[config.mk]
export PLATFORM = sky130hd
export DESIGN_NAME = tri_job_scheduler_flat
export DESIGN_NICKNAME = d
export VERILOG_FILES = /design/src/rtl/tri_job_scheduler_if.sv /design/src/rtl/tri_job_scheduler.sv /design/src/flat_wrapper.sv
export SDC_FILE = /design/constraint.sdc
export NUM_CORES = 1
export LEC_CHECK = 0
export BUFFER_PORTS_ARGS = -buffer_cell sky130_fd_sc_hd__buf_2
export CELL_PAD_IN_SITES_DETAIL_PLACEMENT = 1
export CELL_PAD_IN_SITES_GLOBAL_PLACEMENT = 1
export CORE_UTILIZATION = 33
export CTS_BUF_LIST = sky130_fd_sc_hd__clkbuf_2 sky130_fd_sc_hd__clkbuf_4 sky130_fd_sc_hd__clkbuf_8
export CTS_CLUSTER_DIAMETER = 80
export DETAILED_ROUTE_END_ITERATION = 7
export PLACE_DENSITY_LB_ADDON = 0.1
export REMOVE_ABC_BUFFERS = 1
export SETUP_SLACK_MARGIN = 0.3
export SLEW_MARGIN = 20
export SYNTH_ARGS = -nofsm -noshare
export SYNTH_HDL_FRONTEND = slang
export SYNTH_SLANG_ARGS = --single-unit
[constraint.sdc]
create_clock -name clk -period 2.4 [get_ports clk]
set_input_delay 0 -clock clk [delete_from_list [all_inputs] [get_ports clk]]
set_output_delay 0 -clock clk [all_outputs]
set_load 0.005 [all_outputs]
[src/rtl/tri_job_scheduler_if.sv]
// Avalon-MM bus between tri_job_scheduler (master) and its single isTriangle slave.
interface tri_job_scheduler_if #(
  parameter int AW = 2,
  parameter int DW = 32
) ();
  logic [AW-1:0] address;
  logic          write;
  logic          read;
  logic [DW-1:0] writedata;
  logic [DW-1:0] readdata;
  logic          waitrequest;

  modport master (
    output address, write, read, writedata,
    input  readdata, waitrequest
  );

  modport slave (
    input  address, write, read, writedata,
    output readdata, waitrequest
  );
endinterface

[src/rtl/tri_job_scheduler.sv]
// Round-robin front end that runs (A,B,C) isTriangle jobs on one Avalon-MM slave.
// Define TRI_SCHED_TIMEOUT_EN to abort an access stalled for TIMEOUT_CYCLES cycles.
module tri_job_scheduler #(
  parameter int NREQ           = 2,
  parameter int AW             = 2,
  parameter int DW             = 32,
  parameter int TIMEOUT_CYCLES = 64
) (
  input  logic                 clk,
  input  logic                 reset,
  input  logic [NREQ-1:0]      req_valid_i,
  output logic [NREQ-1:0]      req_ready_o,
  input  logic [NREQ*DW-1:0]   req_a_i,
  input  logic [NREQ*DW-1:0]   req_b_i,
  input  logic [NREQ*DW-1:0]   req_c_i,
  output logic [NREQ-1:0]      rsp_valid_o,
  output logic                 rsp_is_tri_o,
  output logic                 rsp_err_o,
  output logic                 busy_o,
  tri_job_scheduler_if.master  m
);

  localparam int PW = (NREQ > 1) ? $clog2(NREQ) : 1;

  if (NREQ < 1 || NREQ > 8 || AW < 2 || TIMEOUT_CYCLES < 1) begin : g_bad_cfg
    $error("tri_job_scheduler: unsupported parameter set");
  end

  typedef enum logic [2:0] {IDLE, WR_A, WR_B, WR_C, RD, RSP} state_e;

  state_e        state_q;
  logic [PW-1:0] ptr_q;
  logic          write_q;
  logic          read_q;
  logic [AW-1:0] addr_q;
  logic [DW-1:0] wdata_q;
  logic [DW-1:0] opb_q;
  logic [DW-1:0] opc_q;
  logic [NREQ-1:0] rsp_valid_q;
  logic          rsp_is_tri_q;

  logic          gnt_any;
  logic [PW-1:0] gnt_idx;
  logic [DW-1:0] sel_a, sel_b, sel_c;
  logic          timeout_hit;

  function automatic logic [NREQ-1:0] onehot(input logic [PW-1:0] idx);
    onehot = NREQ'(1) << idx;
  endfunction

  // Two passes: indices above ptr outrank those at or below it; within a pass the lowest index wins.
  // NOTE: every always_comb output gets a default first so no path leaves it unassigned (no latch).
  always_comb begin
    gnt_any = 1'b0;
    gnt_idx = '0;
    for (int i = NREQ - 1; i >= 0; i--) begin
      if (req_valid_i[i] && (i <= int'(ptr_q))) begin
        gnt_any = 1'b1;
        gnt_idx = PW'(i);
      end
    end
    for (int i = NREQ - 1; i >= 0; i--) begin
      if (req_valid_i[i] && (i > int'(ptr_q))) begin
        gnt_any = 1'b1;
        gnt_idx = PW'(i);
      end
    end
  end

  always_comb begin
    sel_a = '0;
    sel_b = '0;
    sel_c = '0;
    for (int i = 0; i < NREQ; i++) begin
      if (gnt_idx == PW'(i)) begin
        sel_a = req_a_i[i*DW +: DW];
        sel_b = req_b_i[i*DW +: DW];
        sel_c = req_c_i[i*DW +: DW];
      end
    end
  end

  assign req_ready_o = (state_q == IDLE && gnt_any) ? onehot(gnt_idx) : '0;

  // NOTE: operand holding registers carry no reset; they are always loaded at grant before use.
  always_ff @(posedge clk) begin
    if (state_q == IDLE && gnt_any) begin
      opb_q <= sel_b;
      opc_q <= sel_c;
    end
  end

  // Each access: strobe rises after a one-cycle gap, holds until waitrequest is low at an edge.
  // NOTE: sequential state uses non-blocking assignments so every register samples pre-edge values.
  always_ff @(posedge clk) begin
    if (reset) begin
      state_q      <= IDLE;
      ptr_q        <= PW'(NREQ - 1);
      write_q      <= 1'b0;
      read_q       <= 1'b0;
      addr_q       <= '0;
      wdata_q      <= '0;
      rsp_valid_q  <= '0;
      rsp_is_tri_q <= 1'b0;
    end else if (timeout_hit) begin
      write_q      <= 1'b0;
      read_q       <= 1'b0;
      addr_q       <= '0;
      rsp_valid_q  <= onehot(ptr_q);
      rsp_is_tri_q <= 1'b0;
      state_q      <= RSP;
    end else begin
      case (state_q)
        IDLE: begin
          if (gnt_any) begin
            ptr_q   <= gnt_idx;
            wdata_q <= sel_a;
            write_q <= 1'b1;
            state_q <= WR_A;
          end
        end
        WR_A, WR_B, WR_C: begin
          if (!write_q) begin
            write_q <= 1'b1;
          end else if (!m.waitrequest) begin
            write_q <= 1'b0;
            addr_q  <= addr_q + AW'(1);
            case (state_q)
              WR_A:    begin wdata_q <= opb_q; state_q <= WR_B; end
              WR_B:    begin wdata_q <= opc_q; state_q <= WR_C; end
              default: state_q <= RD;
            endcase
          end
        end
        RD: begin
          if (!read_q) begin
            read_q <= 1'b1;
          end else if (!m.waitrequest) begin
            read_q       <= 1'b0;
            addr_q       <= '0;
            rsp_is_tri_q <= (m.readdata == DW'(1));
            rsp_valid_q  <= onehot(ptr_q);
            state_q      <= RSP;
          end
        end
        RSP: begin
          rsp_valid_q <= '0;
          state_q     <= IDLE;
        end
        default: state_q <= IDLE;
      endcase
    end
  end

`ifdef TRI_SCHED_TIMEOUT_EN
  localparam int TW = $clog2(TIMEOUT_CYCLES + 1);

  logic [TW-1:0] wait_cnt_q;
  logic          rsp_err_q;

  assign timeout_hit = (write_q | read_q) & m.waitrequest &
                       (wait_cnt_q == TW'(TIMEOUT_CYCLES - 1));

  always_ff @(posedge clk) begin
    if (reset) begin
      wait_cnt_q <= '0;
      rsp_err_q  <= 1'b0;
    end else begin
      if (!(write_q | read_q) || !m.waitrequest || timeout_hit) wait_cnt_q <= '0;
      else                                                     wait_cnt_q <= wait_cnt_q + TW'(1);
      if (timeout_hit)                                         rsp_err_q <= 1'b1;
      else if (state_q == RD && read_q && !m.waitrequest)      rsp_err_q <= 1'b0;
    end
  end

  assign rsp_err_o = rsp_err_q;
`else
  assign timeout_hit = 1'b0;
  assign rsp_err_o   = 1'b0;
`endif

  assign rsp_valid_o  = rsp_valid_q;
  assign rsp_is_tri_o = rsp_is_tri_q;
  assign busy_o       = (state_q != IDLE);
  assign m.address    = addr_q;
  assign m.write      = write_q;
  assign m.read       = read_q;
  assign m.writedata  = wdata_q;

endmodule

[src/flat_wrapper.sv]
// flat-port wrapper written by rule: the top's interface ports become plain ports
module tri_job_scheduler_flat 
#(
  parameter int NREQ           = 2,
  parameter int AW             = 2,
  parameter int DW             = 32,
  parameter int TIMEOUT_CYCLES = 64
)
  (clk, reset, req_valid_i, req_ready_o, req_a_i, req_b_i, req_c_i, rsp_valid_o, rsp_is_tri_o, rsp_err_o, busy_o, m_address, m_write, m_read, m_writedata, m_readdata, m_waitrequest);
  tri_job_scheduler_if #(.AW(AW), .DW(DW)) m_i ();
  input  logic clk;
  input  logic reset;
  input  logic [NREQ-1:0] req_valid_i;
  output logic [NREQ-1:0] req_ready_o;
  input  logic [NREQ*DW-1:0] req_a_i;
  input  logic [NREQ*DW-1:0] req_b_i;
  input  logic [NREQ*DW-1:0] req_c_i;
  output logic [NREQ-1:0] rsp_valid_o;
  output logic rsp_is_tri_o;
  output logic rsp_err_o;
  output logic busy_o;
  output wire logic [$bits(m_i.address)-1:0] m_address;
  output wire logic [$bits(m_i.write)-1:0] m_write;
  output wire logic [$bits(m_i.read)-1:0] m_read;
  output wire logic [$bits(m_i.writedata)-1:0] m_writedata;
  input wire logic [$bits(m_i.readdata)-1:0] m_readdata;
  input wire logic [$bits(m_i.waitrequest)-1:0] m_waitrequest;
  assign m_address = m_i.address;
  assign m_write = m_i.write;
  assign m_read = m_i.read;
  assign m_writedata = m_i.writedata;
  assign m_i.readdata = m_readdata;
  assign m_i.waitrequest = m_waitrequest;
  tri_job_scheduler #(.NREQ(NREQ), .AW(AW), .DW(DW), .TIMEOUT_CYCLES(TIMEOUT_CYCLES)) u_core (.clk(clk), .reset(reset), .req_valid_i(req_valid_i), .req_ready_o(req_ready_o), .req_a_i(req_a_i), .req_b_i(req_b_i), .req_c_i(req_c_i), .rsp_valid_o(rsp_valid_o), .rsp_is_tri_o(rsp_is_tri_o), .rsp_err_o(rsp_err_o), .busy_o(busy_o), .m(m_i));
endmodule
==> reports/metrics.yaml <==
worstMarginPinSlew_ns: 0.656
p_switching_mw: 1.92
area_delta_synth_final_pct: 57.2
path_clk_slew_ns: 0.10
top_level_ports: 272
intPower_mw: 4.26
slowest_stage: "dfxtp_2"
die_area_sq_um: 17300
r2r_slack_ns: 0.46
grt-ovfl-total: 0
post-route-period-util_pct: 81.0
power.density_nw_per_um2: 708
gp_congestion: 0.803
fmax_mhz: 514
worstHoldStart: "m_readdata[8]"
grt_max_degree: 66
synth_flop_cell: "edfxtp_1"
synthTopCellsByArea: "edfxtp_1, dfxtp_1, mux2_2, o221a_2, mux2i_1"
fillers: 1803
syn-cell-area_sq_um: 5550
seqPwrFrac_pct: 43.2
hold_ws_ns: 0.0144
grt_pass1_vias: 5809
die_w_microns: 132
numClockSinks: 107
syn_avg_cell_area_sq_um: 12.5
vias: 5260
viasPerCell: 4.94
wl_per_cell_microns: 17.8
slew_headroom_pct: 56.3
finClkSkew_ns: 0.00477
rows: 47
nNetsFinal: 1066
finalWorstSetupSlack_ns: 0.456
die_y_microns: 132
ant_nets: 0
synth_seq_cells: 107
portBuffers: 270
wl_microns: 18900
status: "finished clean"
post-dp-hpwl_microns: 11400
ys_async_sr_fraction_pct: 0
end_kind: "register"
rsz0062_at_grt: "false"
synthCells: 444
stdcell_area_sq_um: 8730
yosysTopAreaCellShare_pct: 34.6
critPathKind: "reg2reg"
hp-class: "in2reg"
clk_latency_ns: 0.38
initial_core_util_pct: 33.6
grt_pass1_wl_microns: 29200
swShare_pct: 31.0
pwr-share-clk_pct: 21.3
antenna_found_initial: 4
min_period_ns: 1.94
first_iter_violations: 182
core_sq_um: 16500
critical_path.startpoint: "u_core.state_q[2]"
critPathLaunchType: "register"
gr-usage-all-layers_pct: 21.8
p_total_mw: 6.18
drive_gt1_share_pct: 51.3
crit_fanout: 32
p_leak_nw: 3.69
cp_slowest_stage_delay_ns: 0.50
cp.arrival_ns: 1.98
vdd_drop_max_v: 0.000301
yosysSeqAreaShare_pct: 50.1
post_cts_buffers: 0
crit_buf_inv: 2
crit_family: "flip-flops"
cts.path.max_buffers: 2
tritoncts: "built"
drc: 0
path_cells: "nor3_4 > o21ai_0 > inv_2 > buf_4"
combPwrFrac_pct: 35.4
ys_warn_count: 0
place_ws_ns: 0.322
setup_violations: 0
maxSlewViolCount: 0
rr_startpoint: "u_core.state_q[2]"
dpl_cell_area_sq_um: 7040
cp_data_required_time_ns: 2.44
yosys.area.top_type: "edfxtp_1"
synth_cell_types: 46
fin_util_pct: 52.8
first_pass_iters: 4
stdcell_count: 1065
max-cap-violations: 0
cts_root_buffer: "clkbuf_8"
synth_edf_count: 64
numCtsBuffers: 9
dp.cells: 903
finalHoldViolations: 0
fin_tns_setup_ns: 0
h-tree-depth: 3
kinds of logic (layout without fill, tap and decap cells):
family / Yosys count / in the layout / synth area share (%)
buf+inv: 46 / 444 / 4.85
other cells: 1 / 4 / 0.0675
simple gates: 108 / 108 / 12.2
mux: 98 / 98 / 19.1
compound gates: 83 / 83 / 13.5
xor+xnor: 1 / 1 / 0.158
flops: 107 / 107 / 50.1
power by group through the flow:
| stage | clock network, mW | logic (mW) | registers (mW) |
|---|---|---|---|
| floorplan | 0 | 1.24 | 2.73 |
| global placement | 0 | 1.95 | 2.70 |
| detailed placement | 0 | 2.02 | 2.72 |
| CTS | 1.35 | 2.20 | 2.67 |
| global route | 1.41 | 2.40 | 2.72 |
| finish | 1.32 | 2.19 | 2.67 |
worst min-delay path, delay by kind of cell:
family	cells	cell delay (ns)
buf+inv	1	0.08
simple gates	4	0.28
final cells by class:
type / instances / area, sq um / share of cell area [%]
sequential: 107 / 2790 / 31.9
inverter: 4 / 15.0 / 0.172
timing repair buffer: 424 / 2880 / 33.0
antenna: 3 / 7.51 / 0.0860
multi-input combinational: 291 / 2520 / 28.9
clock inverter: 6 / 103 / 1.18
clock buffer: 10 / 138 / 1.58
tap: 220 / 275 / 3.15
Yosys cell counts (all sizes together) (2+ instances only):
cell,instances
inv,4
a22oi,32
a21boi,2
buf,32
nor2b,3
o221a,32
nor2,40
dfxtp,43
nor3,36
a31oi,2
nand2,6
mux2,64
clkbuf,10
a21oi,5
or3,3
nor4,6
nand4,2
mux2i,34
nand3,2
nand2b,2
o21ai,2
or2,3
edfxtp,64
cell usage in the layout (no fill, tap or decap), drive strengths merged, types with 3 or more instances in the layout:
master,Yosys,final
dlygate4sd3,0,143
buf,32,281
clkinv,0,3
nor4,6,6
inv,4,4
mux2,64,64
bufinv,0,3
a21oi,5,5
or2,3,3
nor2b,3,3
a22oi,32,32
or3,3,3
diode,0,3
nand2,6,6
dfxtp,43,43
edfxtp,64,64
o221a,32,32
nor3,36,36
clkbuf,10,10
mux2i,34,34
nor2,40,40
worst paths after layout:
path | end | cells past startpoint
max | u_core.opc_q[24] | 4
max reg2reg | u_core.opc_q[24] | 4
min | u_core.rsp_is_tri_o | 5
min reg2reg | u_core.rsp_is_tri_o | 2
flip-flops by register name, indices dropped and copies added, names as in the netlist, 2 cells and up:
name and count:
u_core.m.address 2, u_core.m.writedata 32, u_core.opc_q 32, u_core.state_q 3, u_core.rsp_valid_o 2, u_core.opb_q 32
routing by layer:
layer	wire length (microns)	track usage, %
met3	1080	5.56
met4	678	11.6
met5	11	0
met2	10100	40.5
met1	7090	22.3
timing repair:
item,in CTS,in global routing
endpoints found under the setup margin,0,2
hold buffers,143,0
resized for setup,0,1
endpoints found under the hold margin,66,0
(Power assumes the default switching activity.)
